## config.mk

```make
export PLATFORM = sky130hd
export DESIGN_NAME = adc128s022_emulator_flat
export DESIGN_NICKNAME = d
export VERILOG_FILES = /design/src/rtl/adc_pkg.sv /design/src/rtl/adc128s022_emulator_if.sv /design/src/rtl/sync_edge_detect.sv /design/src/rtl/adc128s022_emulator.sv /design/src/flat_wrapper.sv
export SDC_FILE = /design/constraint.sdc
export NUM_CORES = 1
export LEC_CHECK = 0
export CAP_MARGIN = 20
export CORE_MARGIN = 5
export CORE_UTILIZATION = 54
export DETAILED_ROUTE_END_ITERATION = 7
export DONT_BUFFER_PORTS = 1
export PLACE_DENSITY = 0.69
export SLEW_MARGIN = 10
export SYNTH_ARGS = -nofsm -noshare
export SYNTH_HDL_FRONTEND = slang
export SYNTH_SLANG_ARGS = --single-unit
```

## constraint.sdc

```tcl
create_clock -name clk_50 -period 3.16 [get_ports clk_50]
set_clock_uncertainty 0.2 [all_clocks]
set_input_delay 0.474 -clock clk_50 [delete_from_list [all_inputs] [get_ports clk_50]]
set_output_delay 0.474 -clock clk_50 [all_outputs]
set_load 0.05 [all_outputs]
```

## src/rtl/adc_pkg.sv

```systemverilog
// rtl/adc_pkg.sv - shared constants and types for the ADC128S022 responder emulator
package adc_pkg;

    localparam int         FRAME_LEN      = 16;
    localparam int         LEAD_ZEROS     = 4;
    localparam logic [3:0] ADDR_BIT_FIRST = 4'd2;
    localparam logic [3:0] ADDR_BIT_LAST  = 4'd4;
    localparam logic [3:0] LAST_BIT       = 4'(FRAME_LEN - 1);

    typedef logic [2:0] ch_addr_t;

    typedef enum logic {
        IDLE,
        FRAME
    } state_t;

endpackage

```

## src/rtl/adc128s022_emulator_if.sv

```systemverilog
// rtl/adc128s022_emulator_if.sv - serial pins between an ADC controller and the emulated converter
interface adc128s022_emulator_if;

    logic adc_cs_n;
    logic adc_sck;
    logic din;
    logic dout;

    modport master (
        output adc_cs_n,
        output adc_sck,
        output din,
        input  dout
    );

    modport slave (
        input  adc_cs_n,
        input  adc_sck,
        input  din,
        output dout
    );

endinterface

```

## src/rtl/sync_edge_detect.sv

```systemverilog
// rtl/sync_edge_detect.sv - input synchronizer chain with single-cycle rise/fall strobes
module sync_edge_detect #(
    parameter int STAGES = 2
) (
    input  logic clk,
    input  logic rst_n,
    input  logic d_i,
    output logic level_o,
    output logic rise_o,
    output logic fall_o
);

    logic [STAGES-1:0] chain_q;
    logic              prev_q;

    // Chain clears to 0 so a CS already held low across reset never fakes a cs_fall.
    always_ff @(posedge clk) begin
        if (!rst_n) begin
            chain_q <= '0;
            prev_q  <= 1'b0;
        end else begin
            chain_q <= STAGES'({chain_q, d_i});
            prev_q  <= chain_q[STAGES-1];
        end
    end

    assign level_o = chain_q[STAGES-1];
    assign rise_o  = chain_q[STAGES-1] & ~prev_q;
    assign fall_o  = ~chain_q[STAGES-1] & prev_q;

endmodule

```

## src/rtl/adc128s022_emulator.sv

```systemverilog
// rtl/adc128s022_emulator.sv - ADC128S022 serial responder returning parallel sample words as 16-bit frames
module adc128s022_emulator
    import adc_pkg::*;
#(
    parameter int NUM_CH      = 8,
    parameter int DATA_W      = 12,
    parameter int SYNC_STAGES = 2
) (
    input  logic                     clk_50,
    input  logic                     rst_n,
    adc128s022_emulator_if.slave     adc,
    input  logic [NUM_CH*DATA_W-1:0] ch_data,
    output ch_addr_t                 cur_ch,
    output logic                     frame_done
);

    logic cs_level, cs_rise, cs_fall;
    logic sck_level, sck_rise, sck_fall;
    logic din_level, din_rise, din_fall;

    sync_edge_detect #(.STAGES(SYNC_STAGES)) u_sync_cs (
        .clk     (clk_50),
        .rst_n   (rst_n),
        .d_i     (adc.adc_cs_n),
        .level_o (cs_level),
        .rise_o  (cs_rise),
        .fall_o  (cs_fall)
    );

    sync_edge_detect #(.STAGES(SYNC_STAGES)) u_sync_sck (
        .clk     (clk_50),
        .rst_n   (rst_n),
        .d_i     (adc.adc_sck),
        .level_o (sck_level),
        .rise_o  (sck_rise),
        .fall_o  (sck_fall)
    );

    sync_edge_detect #(.STAGES(SYNC_STAGES)) u_sync_din (
        .clk     (clk_50),
        .rst_n   (rst_n),
        .d_i     (adc.din),
        .level_o (din_level),
        .rise_o  (din_rise),
        .fall_o  (din_fall)
    );

    logic unused_sync;
    assign unused_sync = &{1'b0, cs_level, sck_level, din_rise, din_fall};

    logic [DATA_W-1:0] words [NUM_CH];

    for (genvar k = 0; k < NUM_CH; k++) begin : g_words
        assign words[k] = ch_data[k*DATA_W +: DATA_W];
    end

    state_t                 state_q;
    logic [3:0]             bit_idx_q;
    logic [FRAME_LEN-1:0]   shift_q;
    ch_addr_t               next_addr_q;
    ch_addr_t               cur_ch_q;
    logic                   frame_done_q;

    // cs edges are checked before sck edges, so CS activity always wins a same-cycle tie.
    always_ff @(posedge clk_50) begin
        if (!rst_n) begin
            state_q      <= IDLE;
            bit_idx_q    <= '0;
            shift_q      <= '0;
            next_addr_q  <= '0;
            cur_ch_q     <= '0;
            frame_done_q <= 1'b0;
        end else begin
            frame_done_q <= 1'b0;
            unique case (state_q)
                IDLE: begin
                    bit_idx_q   <= '0;
                    shift_q     <= '0;
                    next_addr_q <= '0;
                    if (cs_fall) begin
                        state_q  <= FRAME;
                        shift_q  <= FRAME_LEN'(words[0]);
                        cur_ch_q <= '0;
                    end
                end
                FRAME: begin
                    if (cs_rise) begin
                        state_q     <= IDLE;
                        bit_idx_q   <= '0;
                        shift_q     <= '0;
                        next_addr_q <= '0;
                    end else begin
                        if (sck_rise && bit_idx_q >= ADDR_BIT_FIRST
                                     && bit_idx_q <= ADDR_BIT_LAST) begin
                            next_addr_q <= {next_addr_q[1:0], din_level};
                        end
                        if (sck_fall) begin
                            if (bit_idx_q == LAST_BIT) begin
                                // Address captured in this frame selects the sample of the next one.
                                bit_idx_q    <= '0;
                                shift_q      <= FRAME_LEN'(words[next_addr_q]);
                                cur_ch_q     <= next_addr_q;
                                frame_done_q <= 1'b1;
                            end else begin
                                bit_idx_q <= bit_idx_q + 4'd1;
                                shift_q   <= {shift_q[FRAME_LEN-2:0], 1'b0};
                            end
                        end
                    end
                end
                default: state_q <= IDLE;
            endcase
        end
    end

    assign adc.dout   = shift_q[FRAME_LEN-1];
    assign cur_ch     = cur_ch_q;
    assign frame_done = frame_done_q;

endmodule

```

## src/flat_wrapper.sv

```systemverilog
// flat-port wrapper written by rule: the top's interface ports become plain ports
module adc128s022_emulator_flat import adc_pkg::*;
#(
    parameter int NUM_CH      = 8,
    parameter int DATA_W      = 12,
    parameter int SYNC_STAGES = 2
)
  (clk_50, rst_n, ch_data, cur_ch, frame_done, adc_adc_cs_n, adc_adc_sck, adc_din, adc_dout);
  adc128s022_emulator_if adc_i ();
  input  logic clk_50;
  input  logic rst_n;
  input  logic [NUM_CH*DATA_W-1:0] ch_data;
  output ch_addr_t cur_ch;
  output logic frame_done;
  input wire logic [$bits(adc_i.adc_cs_n)-1:0] adc_adc_cs_n;
  input wire logic [$bits(adc_i.adc_sck)-1:0] adc_adc_sck;
  input wire logic [$bits(adc_i.din)-1:0] adc_din;
  output wire logic [$bits(adc_i.dout)-1:0] adc_dout;
  assign adc_i.adc_cs_n = adc_adc_cs_n;
  assign adc_i.adc_sck = adc_adc_sck;
  assign adc_i.din = adc_din;
  assign adc_dout = adc_i.dout;
  adc128s022_emulator #(.NUM_CH(NUM_CH), .DATA_W(DATA_W), .SYNC_STAGES(SYNC_STAGES)) u_core (.clk_50(clk_50), .rst_n(rst_n), .adc(adc_i), .ch_data(ch_data), .cur_ch(cur_ch), .frame_done(frame_done));
endmodule
```

==> out/results.tsv <==
metric	value	unit
outcome	finished clean	
critPathCaptureType	register	
path_class	reg -> reg	
seq_area_frac_synth	31.4	%
grt_pass1_wl	8.87	mm
setup_viol	0	
stdcell_count	294	
finalCriticalPeriod	2.37	ns
placed_cell_area	0.00224	sq mm
finalNetCount	346	
syn_nets	360	
intPower	0.690	mW
synthArstFlopShare	0	%
netSwitchingFraction	21.6	%
cap_violations	0	
ctsResizeCount	0	
path_clk_slew	0.07	ns
clockBufferDepth	2	
vdd_drop_max	237	uV
arrival	2.40	ns
die_y	75.2	um
path_cells	buf_4 > a211oi_1 > or4_1 > a21oi_1	
first_pass_iters	4	
cts_tree	yes	
rows	23	
cts_root_buf	clkbuf_8	
dp.cells	286	
start_kind	register	
portBuffers	0	
combinationalPowerShare	6.9	%
synth-edff-count	0	
required	3.19	ns
cts_inserted_buffers	5	
worstMarginPinSlew	1.04	ns
critical_path.top_delay_family	flip-flops	
ys_types	40	
setup_slack	0.791	ns
clock_sinks	36	
synthCells	257	
grt_max_degree	51	
cts.htree.levels	2	
dieWidth	75.2	um
drt-initial-drc-count	145	
clock.fmax	422	MHz
yosysTopAreaCellShare	31.4	%
hold_violations	0	
place_ws	0.794	ns
p_leak	0.752	nW
dp_hpwl	4.50	mm
area_growth	1.96	%
num_vias	1953	
initial_core_util	56.6	%
core_area	0.00406	sq mm
via_per_inst	6.64	
cp.buffers_inverters	1	
setup-tns-final	0	ns
insertion_delay	0.29	ns
drc	0	
grt_usage	21.0	%
syn_avg_cell_area	8.93	sq um
grt_pass1_vias	1777	
synth.top_cells.by_area	dfxtp_1, mux2_2, a211oi_1	
drive_above_1_share	15.6	%
synth-warning-count	0	
slowest_stage	dfxtp_2	
pwr-share-clk	40.1	%
ys_ff_latch	36	
synth_area_leader_cell	dfxtp_1	
holdBufCountCts	0	
io_pins	106	
power_density	376	mW/mm^2
relSlewSlack	30.1	%
final_area	0.00234	sq mm
r2r_slack	0.79	ns
cts_setup_buffers	0	
dieArea	0.00566	sq mm
antenna_found_initial	0	
synth_ff_type	dfxtp_1	
wire_per_inst	20.5	um
maxSlewViolCount	0	
cpPeakStageDelay	0.96	ns
period_share	75.0	%
hold_class	in -> reg	
finalCoreUtilization	57.7	%
syn_area	0.00230	sq mm
rsz0062_at_grt	false	
seq_power_share	53.0	%
gp_congestion	0.793	
switchingPower	0.190	mW
grt_overflow	0	
critPathMaxFanout	50	
drt-total-wl	6.02	mm
antenna_left	0	
## per-layer routing
metal  wire, um  up-vias  global-route usage (%)
met4         58        0                    6.41
li1           -      944                       -
met5          0        -                       0
met3        799        6                    6.68
met2       2670      116                    31.4
met1       2490      887                    28.9
## power by group through the flow
stage | combinational [mW] | clock (mW) | sequential [mW]
3_3_place_gp | 0.0589 | 0 | 0.477
4_1_cts | 0.0605 | 0.359 | 0.466
6_report | 0.0608 | 0.353 | 0.467
2_1_floorplan | 0.0554 | 0 | 0.475
3_5_place_dp | 0.0604 | 0 | 0.477
5_1_grt | 0.0673 | 0.387 | 0.467
## sequential cells by signal, indices dropped and copies added (netlist names)
signal                     count
u_core.cur_ch                  3
u_core.bit_idx_q               4
u_core.frame_done              1
u_core.u_sync_sck.prev_q       1
u_core.u_sync_cs.prev_q        1
u_core.u_sync_cs.chain_q       2
u_core.next_addr_q             3
u_core.u_sync_sck.chain_q      2
u_core.shift_q                16
u_core.u_sync_din.chain_q      2
u_core.state_q                 1
## final timing paths
check	endpoint	cells past startpoint	from
max	u_core.shift_q[3]	4	u_core.next_addr_q[0]
min	u_core.u_sync_cs.chain_q[0]	1	rst_n
min reg2reg	u_core.u_sync_din.chain_q[1]	1	u_core.u_sync_din.chain_q[0]
max reg2reg	u_core.shift_q[3]	4	u_core.next_addr_q[0]
## cell usage after synthesis (4+ instances only)
library cell	number
mux2i_1	4
and2_1	8
a221oi_1	10
nor2_1	11
o21ai_0	11
nand2b_1	6
dfxtp_1	36
or4_1	10
mux2_2	20
a21oi_1	12
nand2_1	5
nor2b_1	26
buf_2	12
o22ai_1	10
nand3_1	10
clkbuf_1	5
a211oi_1	23
a22oi_1	5
## cell usage in the layout (no fill, tap or decap), drive strengths merged, types with 10 or more instances in the layout
cell type   n
o21ai      11
mux2       21
nor2       11
a221oi     10
nand3      11
dfxtp      36
nor2b      26
a21oi      12
a211oi     23
or4        10
o22ai      10
## logic make-up after synthesis
| group | Yosys count | synth area share (%) |
|---|---|---|
| fa+ha+maj | 2 | 1.09 |
| compound gates | 78 | 23.3 |
| buf+inv | 26 | 6.27 |
| simple gates | 86 | 22.6 |
| mux | 28 | 15.0 |
| xor+xnor | 1 | 0.382 |
| flops | 36 | 31.4 |
## per-stage QoR
| step | hold slack, ns | power [mW] |
|---|---|---|
| 2_1_floorplan | 0.212 | 0.530 |
| 3_3_place_gp | 0.216 | 0.536 |
| 3_5_place_dp | 0.221 | 0.537 |
| 4_1_cts | 0.0978 | 0.886 |
| 5_1_grt | 0.0973 | 0.922 |
| 6_report | 0.104 | 0.881 |
## layout make-up
cell class,instances,area [sq um]
clock buffers,7,96.3
flip-flops and latches,36,722
diodes,1,2.50
multi-input cells,195,1430
well taps,50,62.6
repair buffers,2,15.0
fillers,395,1720
inverters,3,11.3
(Power assumes the default switching activity.)
